===== config.mk =====
export PLATFORM = sky130hd
export DESIGN_NAME = debounce_bank
export DESIGN_NICKNAME = d
export VERILOG_FILES = /design/src/rtl/debounce_bank.sv
export SDC_FILE = /design/constraint.sdc
export NUM_CORES = 1
export LEC_CHECK = 0
export BUFFER_PORTS_ARGS = -buffer_cell sky130_fd_sc_hd__buf_2
export CORE_MARGIN = 2
export CORE_UTILIZATION = 61
export CTS_CLUSTER_DIAMETER = 60
export CTS_CLUSTER_SIZE = 40
export DETAILED_ROUTE_END_ITERATION = 7
export PLACE_DENSITY = 0.84
export SLEW_MARGIN = 20
export SYNTH_ARGS = -nofsm -noshare
export SYNTH_HDL_FRONTEND = slang
export SYNTH_SLANG_ARGS = --single-unit

===== constraint.sdc =====
create_clock -name CLK -period 2.35 [get_ports CLK]
set_input_delay 0.47 -clock CLK [delete_from_list [all_inputs] [get_ports CLK]]
set_output_delay 0.47 -clock CLK [all_outputs]
set_load 0.005 [all_outputs]

===== src/rtl/debounce_bank.sv =====
// Multi-channel switch debouncer: per-channel synchroniser, stability counter and rise/fall pulses.
// Optional long-press pulse per channel is compiled in with DEBOUNCE_LONG_PRESS_EN.
module debounce_bank #(
    parameter int unsigned          CHANNELS       = 4,
    parameter int unsigned          DEBOUNCE_LIMIT = 250000,
    parameter int unsigned          SYNC_STAGES    = 2,
    parameter logic [CHANNELS-1:0]  INIT_STATE     = '0,
    parameter int unsigned          LONG_LIMIT     = 25000000
) (
    input  logic                CLK,
    input  logic                RST_N,
    input  logic [CHANNELS-1:0] SW,
    output logic [CHANNELS-1:0] SW_debounced,
    output logic [CHANNELS-1:0] SW_rise,
    output logic [CHANNELS-1:0] SW_fall,
    output logic [CHANNELS-1:0] SW_long
);

    localparam int unsigned   CNT_W   = $clog2(DEBOUNCE_LIMIT);
    localparam logic [CNT_W-1:0] CNT_MAX = CNT_W'(DEBOUNCE_LIMIT - 1);

    if (CHANNELS < 1 || DEBOUNCE_LIMIT < 2 || SYNC_STAGES < 2 || LONG_LIMIT < 2) begin : g_bad_param
        $error("debounce_bank: illegal parameter value");
    end

    logic [CHANNELS-1:0] sync_q [SYNC_STAGES];
    logic [CHANNELS-1:0] s;

    // Metastability synchroniser on the raw pins
    always_ff @(posedge CLK or negedge RST_N) begin
        if (!RST_N) begin
            for (int k = 0; k < int'(SYNC_STAGES); k++) sync_q[k] <= INIT_STATE;
        end else begin
            sync_q[0] <= SW;
            for (int k = 1; k < int'(SYNC_STAGES); k++) sync_q[k] <= sync_q[k-1];
        end
    end

    assign s = sync_q[SYNC_STAGES-1];

    for (genvar i = 0; i < int'(CHANNELS); i++) begin : g_ch
        logic [CNT_W-1:0] cnt_q, cnt_d;
        logic             state_q, state_d;
        logic             rise_q, rise_d;
        logic             fall_q, fall_d;

        // Any cycle of agreement discards the accumulated mismatch count
        always_comb begin
            cnt_d   = '0;
            state_d = state_q;
            rise_d  = 1'b0;
            fall_d  = 1'b0;
            if (s[i] != state_q) begin
                if (cnt_q == CNT_MAX) begin
                    state_d = s[i];
                    rise_d  = s[i];
                    fall_d  = ~s[i];
                end else begin
                    cnt_d = cnt_q + CNT_W'(1);
                end
            end
        end

        always_ff @(posedge CLK or negedge RST_N) begin
            if (!RST_N) begin
                cnt_q   <= '0;
                state_q <= INIT_STATE[i];
                rise_q  <= 1'b0;
                fall_q  <= 1'b0;
            end else begin
                cnt_q   <= cnt_d;
                state_q <= state_d;
                rise_q  <= rise_d;
                fall_q  <= fall_d;
            end
        end

        assign SW_debounced[i] = state_q;
        assign SW_rise[i]      = rise_q;
        assign SW_fall[i]      = fall_q;

`ifdef DEBOUNCE_LONG_PRESS_EN
        localparam int unsigned      LONG_W    = $clog2(LONG_LIMIT);
        localparam logic [LONG_W-1:0] LONG_TERM = LONG_W'(LONG_LIMIT - 1);

        logic [LONG_W-1:0] long_cnt_q, long_cnt_d;
        logic              long_q, long_d;

        // Hold counter is 0 in the rise cycle and saturates at terminal count
        always_comb begin
            long_cnt_d = long_cnt_q;
            long_d     = 1'b0;
            if (!state_d) begin
                long_cnt_d = '0;
            end else if (state_q && long_cnt_q != LONG_TERM) begin
                long_cnt_d = long_cnt_q + LONG_W'(1);
                long_d     = (long_cnt_d == LONG_TERM);
            end
        end

        always_ff @(posedge CLK or negedge RST_N) begin
            if (!RST_N) begin
                long_cnt_q <= '0;
                long_q     <= 1'b0;
            end else begin
                long_cnt_q <= long_cnt_d;
                long_q     <= long_d;
            end
        end

        assign SW_long[i] = long_q;
`endif
    end

`ifndef DEBOUNCE_LONG_PRESS_EN
    assign SW_long = '0;
`endif

endmodule

==> impl_metrics.py, run 1 <==
metrics = {
    "synthesis": {
        "synth_top_area_share": 0.530,
        "synth-seq-cells": 92,
        "synth_area_leaders": "dfrtp_1, xnor2_1, nor2_1",
        "synth-edff-count": 0,
        "yosysMostFrequentCell": "dfrtp_1",
        "synthCells": 425,
        "synthTopCellsByCount": "dfrtp_1, nor2_1, xnor2_1",
        "ys_async_sr_fraction": 1.00,
        "synth_ff_type": "dfrtp_1",
        "syn_area_sq_um": 4340,
        "synth.largest_area_cell": "dfrtp_1",
        "ys_warn_count": 0,
        "ys_types": 38,
        "synth-seq-area-share": 0.530,
        "avgSynthCellArea_sq_um": 10.2,
    },
    "layout": {
        "drive_gt1_frac": 0.116,
        "nets": 452,
        "fillers": 519,
        "n_antenna_cell": 0,
        "fin_cells": 543,
        "syn_to_final_growth_pct": 8.36,
    },
    "worst_setup_path": {
        "r2r_slack_ns": 0.23,
        "crit_required_ns": 2.60,
        "cp_data_arrival_time_ns": 2.38,
        "rr_endpoint": "g_ch[1].state_q",
        "r2r-start": "g_ch[1].cnt_q[13]",
        "crit_type": "reg2reg",
        "slowest_stage": "or4_4",
        "cp_max_fo": 4,
        "slowest_delay_ns": 0.53,
        "crit_chain": "or4b_1, or4_4, or2_4, mux2_4",
        "endpoint_kind": "flip-flop",
        "ff2ff_path_depth": 4,
        "worstSetupStartpointType": "flip-flop",
    },
    "global_route": {
        "antenna_found_initial": 0,
        "grt_overflow": 0,
        "grt_use_total": 0.213,
        "grt_pass1_vias": 2786,
        "grt_pass1_wl_um": 12900,
        "grt_max_degree": 45,
    },
    "hold_path": {
        "hold_path_class": "in2reg",
        "hold_start": "SW[3]",
        "min_delay_path_depth": 1,
        "hold-path-endpoint": "sync_q[7]",
    },
    "cts": {
        "post_cts_resize_count": 0,
        "htreeDepth": 3,
        "clock_latency_ns": 0.37,
        "cts_tree": "built",
        "root_buffer": "clkbuf_8",
        "clk_pin_slew_ns": 0.09,
        "cts_buffers": 9,
        "cts.sinks": 92,
        "cts.path.max_buffers": 2,
    },
    "place": {
        "placed_cells": 526,
        "finalWeightedCongestion": 0.852,
        "dp_hpwl_um": 5160,
        "portBuffers": 17,
    },
    "flow_run": {
        "cap_violations": 0,
    },
    "drt": {
        "via_per_inst": 5.53,
        "drt_wl_total_um": 7500,
        "wire_per_inst_um": 13.8,
        "drcViolationCount": 0,
        "postRouteAntennaNets": 0,
        "vias": 3002,
        "dr.first_iter.drc_count": 143,
        "drtPass1Iterations": 4,
    },
    "floorplan": {
        "rows": 30,
        "die_h_um": 88.4,
        "start_util": 0.635,
        "io_pins": 22,
        "die_w_um": 88.4,
        "die_area_sq_um": 7810,
        "core_sq_um": 6830,
    },
    "timing": {
        "fmax_mhz": 471,
        "finalHoldViolations": 0,
        "finalSetupViolCount": 0,
        "tightestPinTransition_ns": 0.578,
        "fin_crit_sh": 0.904,
        "setup_tns_ns": 0,
        "slew_headroom": 0.615,
        "min_period_ns": 2.12,
        "rsz0062_at_grt": "no",
        "slew_violations": 0,
        "finClkSkew_ns": 0.0136,
    },
    "power_and_ir_drop": {
        "p_sw_mw": 0.664,
        "vdd_ir_drop_max_uv": 393,
        "power_frac_clock": 0.382,
        "intPower_mw": 2.14,
        "seqPwrFrac": 0.581,
        "comb_power_share": 0.037,
        "power_per_cell_area_nw_per_um2": 596,
        "total_leakage_power_nw": 1.92,
        "switching_share": 0.237,
    },
    "outcome": {
        "status": "completed",
    },
}
worst max-delay path: cells and delay by family, from the launching register on:
family | cells | cell delay, ns
and+or+nand+nor | 3 | 1.32
DFF | 1 | 0.42
muxes | 1 | 0.29
final cells by class:
class	count	area [sq um]	share of cell area
Clock buffer	9	124	0.0263
Clock inverter	7	76.3	0.0162
Inverter	12	45.0	0.00958
Multi-Input combinational cell	301	1850	0.394
Sequential cell	92	2300	0.489
Tap cell	96	120	0.0255
Timing Repair Buffer	26	183	0.0388
how the worst max path moves through the flow:
stage,slack [ns],to,start
2_1_floorplan,0.27,g_ch[1].state_q,g_ch[1].cnt_q[13]
3_3_place_gp,0.24,g_ch[1].state_q,g_ch[1].cnt_q[13]
3_5_place_dp,0.23,g_ch[1].state_q,g_ch[1].cnt_q[13]
4_1_cts,0.22,g_ch[1].state_q,g_ch[1].cnt_q[13]
5_1_grt,0.17,g_ch[1].cnt_q[6],g_ch[1].cnt_q[13]
6_report,0.23,g_ch[1].state_q,g_ch[1].cnt_q[13]
cell families after synthesis:
logic type	synth area share
and+or+nand+nor	0.251
xor gates and xnor gates	0.121
DFF	0.530
buffers and inverters	0.0453
muxes	0.0112
other	0.000864
adders and majority gates	0.0115
AOI/OAI and AO/OA	0.0288
registers in the layout, indices dropped and copies added (netlist names):
name	count
g_ch.cnt_q	72
g_ch.fall_q	4
g_ch.rise_q	4
g_ch.state_q	4
s	4
sync_q	4
timing repair:
| action | CTS | global route |
|---|---|---|
| setup buffers | 0 | 0 |
| hold buffers | 1 | 0 |
| hold endpoints to repair | 21 | 0 |
power groups by stage:
stage | clock network (mW) | logic (mW) | registers, mW
5_1_grt | 1.16 | 0.122 | 1.63
6_report | 1.07 | 0.105 | 1.63
3_5_place_dp | 0 | 0.106 | 1.66
4_1_cts | 1.09 | 0.108 | 1.63
3_3_place_gp | 0 | 0.103 | 1.66
2_1_floorplan | 0 | 0.0523 | 1.65
per-stage QoR:
stage / cell area [sq um] / power, mW / setup WS (ns) / util / hold WS [ns]
3_3_place_gp: 4490 / 1.76 / 0.238 / 0.658 / 0.335
6_report: 4700 / 2.80 / 0.226 / 0.688 / 0.208
2_1_floorplan: 4350 / 1.71 / 0.268 / - / 0.174
3_5_place_dp: 4490 / 1.76 / 0.230 / 0.658 / 0.336
5_1_grt: 4700 / 2.91 / 0.173 / 0.688 / 0.193
4_1_cts: 4700 / 2.83 / 0.221 / 0.688 / 0.196
cell usage in the layout (no fill, tap or decap), types with 2 or more instances in the layout:
cell type / instances
clkinvlp_4: 2
dfrtp_1: 92
nor4b_1: 2
nor4_1: 18
xnor2_1: 51
o21ai_0: 6
xor2_1: 9
and4_1: 2
nand4b_1: 2
nor3_1: 12
or4_1: 5
o31ai_1: 2
and3_1: 6
nand2b_1: 2
clkbuf_8: 9
nand2_1: 14
inv_1: 12
nor3b_1: 9
mux2_2: 3
clkinv_4: 2
nor2_1: 74
buf_4: 7
ha_1: 4
or2_2: 2
conb_1: 4
buf_12: 2
nand3_1: 23
a21oi_1: 8
nand4_1: 22
buf_2: 16
or3_1: 11
routing by layer:
metal	wire length, um	global-route usage	share of wire	vias up
li1	-	-	-	1493
met1	3680	0.308	0.49	1454
met2	3470	0.318	0.46	42
met3	210	0.0466	0.028	13
met4	150	0.0854	0.020	0
met5	0	0	0	-
No activity file was read; power rests on OpenSTA's default activity.
==> run 2: changes to the inputs <==
==> constraint.sdc (replaced) <==
create_clock -name CLK -period 2 [get_ports CLK]
set_input_delay 0.4 -clock CLK [delete_from_list [all_inputs] [get_ports CLK]]
set_output_delay 0.4 -clock CLK [all_outputs]
set_load 0.005 [all_outputs]
==> run 2 against run 1 <==
Compared with the run above: the flow now finishes with violations (negative setup slack); worst setup slack got worse by 0.34 ns; largest cell class unchanged; clock power grew 17%; sequential share of layout area decreased by 1.6 points; critical path type unchanged.
==> impl_metrics.py, run 2 (same netlist as run 1, synthesis figures left out) <==
metrics = {
    "outcome": {
        "status": "complete, but fails checks",
        "violations": "negative setup slack",
    },
    "global_route": {
        "grt_pass1_wl_um": 13400,
        "grt_overflow": 0,
        "grt_use_total": 0.222,
        "grt_pass1_vias": 2987,
        "antenna_found_initial": 0,
        "grt_max_degree": 31,
    },
    "place": {
        "portBuffers": 17,
        "postPlaceCellArea_sq_um": 4620,
        "dp_hpwl_um": 5400,
        "finalWeightedCongestion": 0.854,
        "place_ws_ns": -0.110,
        "placed_cells": 544,
    },
    "floorplan": {
        "start_util": 0.635,
        "io_pins": 22,
        "core_sq_um": 6830,
        "rows": 30,
        "die_area_sq_um": 7810,
        "die_h_um": 88.4,
        "die_w_um": 88.4,
    },
    "drt": {
        "vias": 3107,
        "postRouteAntennaNets": 0,
        "drcViolationCount": 0,
        "drt_wl_total_um": 7750,
        "dr.first_iter.drc_count": 113,
        "drtPass1Iterations": 5,
        "via_per_inst": 5.52,
        "wire_per_inst_um": 13.8,
    },
    "timing": {
        "finalHoldViolations": 0,
        "fin_crit_sh": 1.06,
        "fmax_mhz": 474,
        "rsz0062_at_grt": "yes",
        "fin_ws_ns": -0.111,
        "finalSetupViolCount": 20,
        "slew_violations": 0,
        "min_period_ns": 2.11,
        "finClkSkew_ns": 0.00961,
        "setup_tns_ns": -1.35,
    },
    "layout": {
        "final_cell_mix": "dfrtp_1, nor2_1, xnor2_1",
        "stdcell_area_sq_um": 4860,
        "largest_reg_flops": 72,
        "fin_cells": 563,
        "nets": 472,
        "syn_to_final_growth_pct": 12.0,
        "n_antenna_cell": 0,
        "final_common_cell": "dfrtp_1",
        "largest_register": "g_ch.cnt_q",
        "final_util": 0.712,
        "drive_gt1_frac": 0.158,
        "fillers": 526,
    },
    "worst_setup_path": {
        "crit_chain": "or4_4, or4_4, or2_4, mux2_4",
        "crit_required_ns": 2.25,
        "cp_data_arrival_time_ns": 2.36,
        "cp_max_fo": 4,
        "slowest_delay_ns": 0.54,
        "crit_type": "reg2reg",
        "critPathMostFrequentCell": "or4_4",
        "worstSetupStartpointType": "flip-flop",
        "endpoint_kind": "flip-flop",
        "slowest_stage": "or4_4",
    },
    "cts": {
        "clk_pin_slew_ns": 0.09,
        "cts.sinks": 92,
        "cts.path.max_buffers": 2,
        "htreeDepth": 3,
        "root_buffer": "clkbuf_8",
        "cts_tree": "built",
        "cts_buffers": 9,
        "clock_latency_ns": 0.36,
    },
    "power_and_ir_drop": {
        "total_leakage_power_nw": 2.03,
        "power_per_cell_area_nw_per_um2": 676,
        "vdd_ir_drop_max_uv": 450,
    },
    "flow_run": {
        "cap_violations": 0,
    },
    "hold_path": {
        "hold_path_class": "in2reg",
    },
}
==> run 2: cell types whose count changed in the layout (fill, tap and decap cells not counted), sizes merged <==
cell	before	now
clkbuf	9	11
clkinv	3	2
clkinvlp	2	1
buf	25	45
==> run 2: worst paths after layout <==
check | from | to | slack, ns | depth (start not counted)
min in group asynchronous | RST_N | g_ch[0].cnt_q[12] | 0.49 | 2
worst max-delay path | g_ch[1].cnt_q[10] | g_ch[1].state_q | -0.11 | 4
worst max register to register | g_ch[1].cnt_q[10] | g_ch[1].state_q | -0.11 | 4
max in group asynchronous | RST_N | g_ch[2].cnt_q[15] | 0.92 | 3
worst min register to register | sync_q[6] | s[2] | 0.35 | 0
worst min-delay path | SW[0] | sync_q[4] | 0.14 | 1
==> run 2: stage by stage <==
| step | hold slack [ns] | total power, mW |
|---|---|---|
| global placement | 0.334 | 2.07 |
| floorplan | 0.104 | 2.00 |
| CTS | 0.130 | 3.32 |
| finish | 0.142 | 3.29 |
| global route | 0.120 | 3.43 |
| detailed placement | 0.336 | 2.08 |
==> run 2: power by group <==
group | internal [mW] | switching [mW] | leakage, nW
sequential | 1.89 | 0.0269 | 1.26
clock | 0.617 | 0.632 | 0.0999
combinational | 0.0458 | 0.0804 | 0.670
==> run 2: area by class of cell <==
type                            instances  area, sq um  area share
Timing Repair Buffer                   46          320      0.0659
Multi-Input combinational cell        301         1870       0.385
Sequential cell                        92         2300       0.473
Tap cell                               96          120      0.0247
Inverter                               12         45.0     0.00926
Clock inverter                          5         60.1      0.0124
Clock buffer                           11          141      0.0291
==> run 2: what timing repair did <==
item | in CTS | in global routing
hold endpoints to repair | 26 | 0
resized for setup | 1 | 3
buffers inserted | 1 | 1
hold buffers | 1 | 0
endpoints found under the setup margin | 3 | 22
pin swaps | 1 | 1
==> run 2: critical path: cells and delay by family, from the launching register on <==
family	cells	cell delay, ns
simple gates	3	1.33
flops	1	0.39
mux	1	0.30
==> run 2: metal layers <==
metal	part of all wire	GRT usage	wire, um
met1	0.45	0.298	3500
met3	0.039	0.0616	303
met4	0.015	0.0661	116
met5	0	0	0
met2	0.49	0.355	3830
==> run 3: changes to the inputs <==
==> constraint.sdc (replaced) <==
create_clock -name CLK -period 2.2 [get_ports CLK]
set_input_delay 0.44 -clock CLK [delete_from_list [all_inputs] [get_ports CLK]]
set_output_delay 0.44 -clock CLK [all_outputs]
set_load 0.005 [all_outputs]
==> run 3 against run 2 <==
Compared with the run above: the flow now finishes without violations; via count down 1.0%; first-iteration DRC count up 100%; sequential power shrank 9%; sequential cell count unchanged; total power down 6.8%; count of clock-buffer cells in the layout unchanged; cell count fell by 3.4%; worst hold slack got worse by 0.046 ns; wire length down 5.0%; clock skew increased by 0.00088 ns; combinational power down 15%; highest routed layer unchanged.
==> impl_metrics.py, run 3 (same netlist as run 1, synthesis figures left out) <==
metrics = {
    "drt": {
        "dr.first_iter.drc_count": 226,
        "drt_wl_total_um": 7370,
        "via_per_inst": 5.65,
        "vias": 3075,
        "drtPass1Iterations": 4,
        "wire_per_inst_um": 13.5,
        "postRouteAntennaNets": 0,
        "drcViolationCount": 0,
    },
    "outcome": {
        "status": "completed",
    },
    "power_and_ir_drop": {
        "vdd_ir_drop_max_uv": 403,
        "total_leakage_power_nw": 1.94,
        "power_per_cell_area_nw_per_um2": 650,
    },
    "global_route": {
        "antenna_found_initial": 0,
        "grt_max_degree": 93,
        "grt_pass1_vias": 2904,
        "grt_use_total": 0.207,
        "grt_overflow": 0,
        "grt_pass1_wl_um": 12600,
    },
    "layout": {
        "n_antenna_cell": 0,
        "drive_gt1_frac": 0.118,
        "fillers": 523,
        "syn_to_final_growth_pct": 8.71,
        "fin_cells": 544,
        "largest_register": "g_ch.cnt_q",
        "final_common_cell": "dfrtp_1",
        "final_cell_mix": "dfrtp_1, nor2_1, xnor2_1",
        "nets": 454,
        "largest_reg_flops": 72,
    },
    "timing": {
        "finalHoldViolations": 0,
        "min_period_ns": 2.14,
        "finalSetupViolCount": 0,
        "fin_crit_sh": 0.971,
        "setup_tns_ns": 0,
        "slew_violations": 0,
        "finClkSkew_ns": 0.0105,
        "fmax_mhz": 468,
        "rsz0062_at_grt": "no",
    },
    "worst_setup_path": {
        "rr_endpoint": "g_ch[1].state_q",
        "endpoint_kind": "flip-flop",
        "cp_max_fo": 4,
        "ff2ff_path_depth": 4,
        "r2r-start": "g_ch[1].cnt_q[6]",
        "crit_required_ns": 2.44,
        "worstSetupStartpointType": "flip-flop",
        "cp_data_arrival_time_ns": 2.37,
        "crit_chain": "or4b_1, or4_4, or2_4, mux2_4",
        "r2r_slack_ns": 0.06,
        "slowest_stage": "or4_4",
        "crit_type": "reg2reg",
        "slowest_delay_ns": 0.53,
    },
    "cts": {
        "post_cts_buffers": 0,
        "ctsHoldBuffers": 0,
        "root_buffer": "clkbuf_8",
        "clock_latency_ns": 0.35,
        "clk_pin_slew_ns": 0.09,
        "cts.sinks": 92,
        "cts.path.max_buffers": 2,
        "cts_tree": "built",
        "cts_buffers": 9,
        "htreeDepth": 3,
        "post_cts_resize_count": 0,
    },
    "place": {
        "placed_cells": 529,
        "dp_hpwl_um": 5040,
        "finalWeightedCongestion": 0.884,
        "portBuffers": 17,
    },
    "floorplan": {
        "die_area_sq_um": 7810,
        "core_sq_um": 6830,
        "die_h_um": 88.4,
        "start_util": 0.635,
        "io_pins": 22,
        "rows": 30,
        "die_w_um": 88.4,
    },
    "hold_path": {
        "hold_path_class": "in2async",
    },
    "flow_run": {
        "cap_violations": 0,
    },
}
-- run 3: how the worst max path moves through the flow --
stage	from	cells after the start	to
after floorplan	g_ch[1].cnt_q[13]	4	g_ch[1].state_q
after global placement	g_ch[1].cnt_q[6]	4	g_ch[1].state_q
after detailed placement	g_ch[1].cnt_q[6]	4	g_ch[1].state_q
after CTS	g_ch[1].cnt_q[6]	4	g_ch[1].state_q
after global routing	g_ch[1].cnt_q[6]	4	g_ch[1].state_q
final	g_ch[1].cnt_q[6]	4	g_ch[1].state_q
-- run 3: critical path: cells and delay by family (launching register included) --
family | cells | cell delay [ns]
flip-flops | 1 | 0.42
AND/OR/NAND/NOR | 3 | 1.31
multiplexers | 1 | 0.30
-- run 3: where the power goes --
| part | switching (mW) | leakage [nW] | total, mW | internal, mW |
|---|---|---|---|---|
| Sequential | 0.0233 | 1.26 | 1.74 | 1.71 |
| Combinational | 0.0693 | 0.577 | 0.107 | 0.0372 |
| Clock | 0.555 | 0.109 | 1.22 | 0.666 |
-- run 3: per-layer routing --
metal,vias up,share of wire,GRT usage
met5,-,0,0
met4,0,0.015,0.0854
met3,11,0.029,0.0429
met2,53,0.48,0.330
met1,1515,0.47,0.279
li1,1496,-,-
-- run 3: cell type report --
class | instances | area [sq um] | share of cell area
Sequential cell | 92 | 2300 | 0.488
Clock inverter | 4 | 73.8 | 0.0156
Inverter | 12 | 45.0 | 0.00955
Clock buffer | 11 | 141 | 0.0300
Timing Repair Buffer | 28 | 183 | 0.0387
Tap cell | 96 | 120 | 0.0255
Multi-Input combinational cell | 301 | 1850 | 0.393
-- run 3: per-stage QoR --
| stage | utilization | setup WS (ns) | instance area (sq um) | total power [mW] | hold slack, ns |
|---|---|---|---|---|---|
| floorplan | - | 0.118 | 4350 | 1.82 | 0.144 |
| global placement | 0.659 | 0.109 | 4500 | 1.88 | 0.332 |
| detailed placement | 0.659 | 0.0804 | 4500 | 1.88 | 0.341 |
| CTS | 0.691 | 0.0685 | 4720 | 3.11 | 0.135 |
| global route | 0.691 | 0.0201 | 4720 | 3.19 | 0.154 |
| finish | 0.691 | 0.0637 | 4720 | 3.07 | 0.0958 |
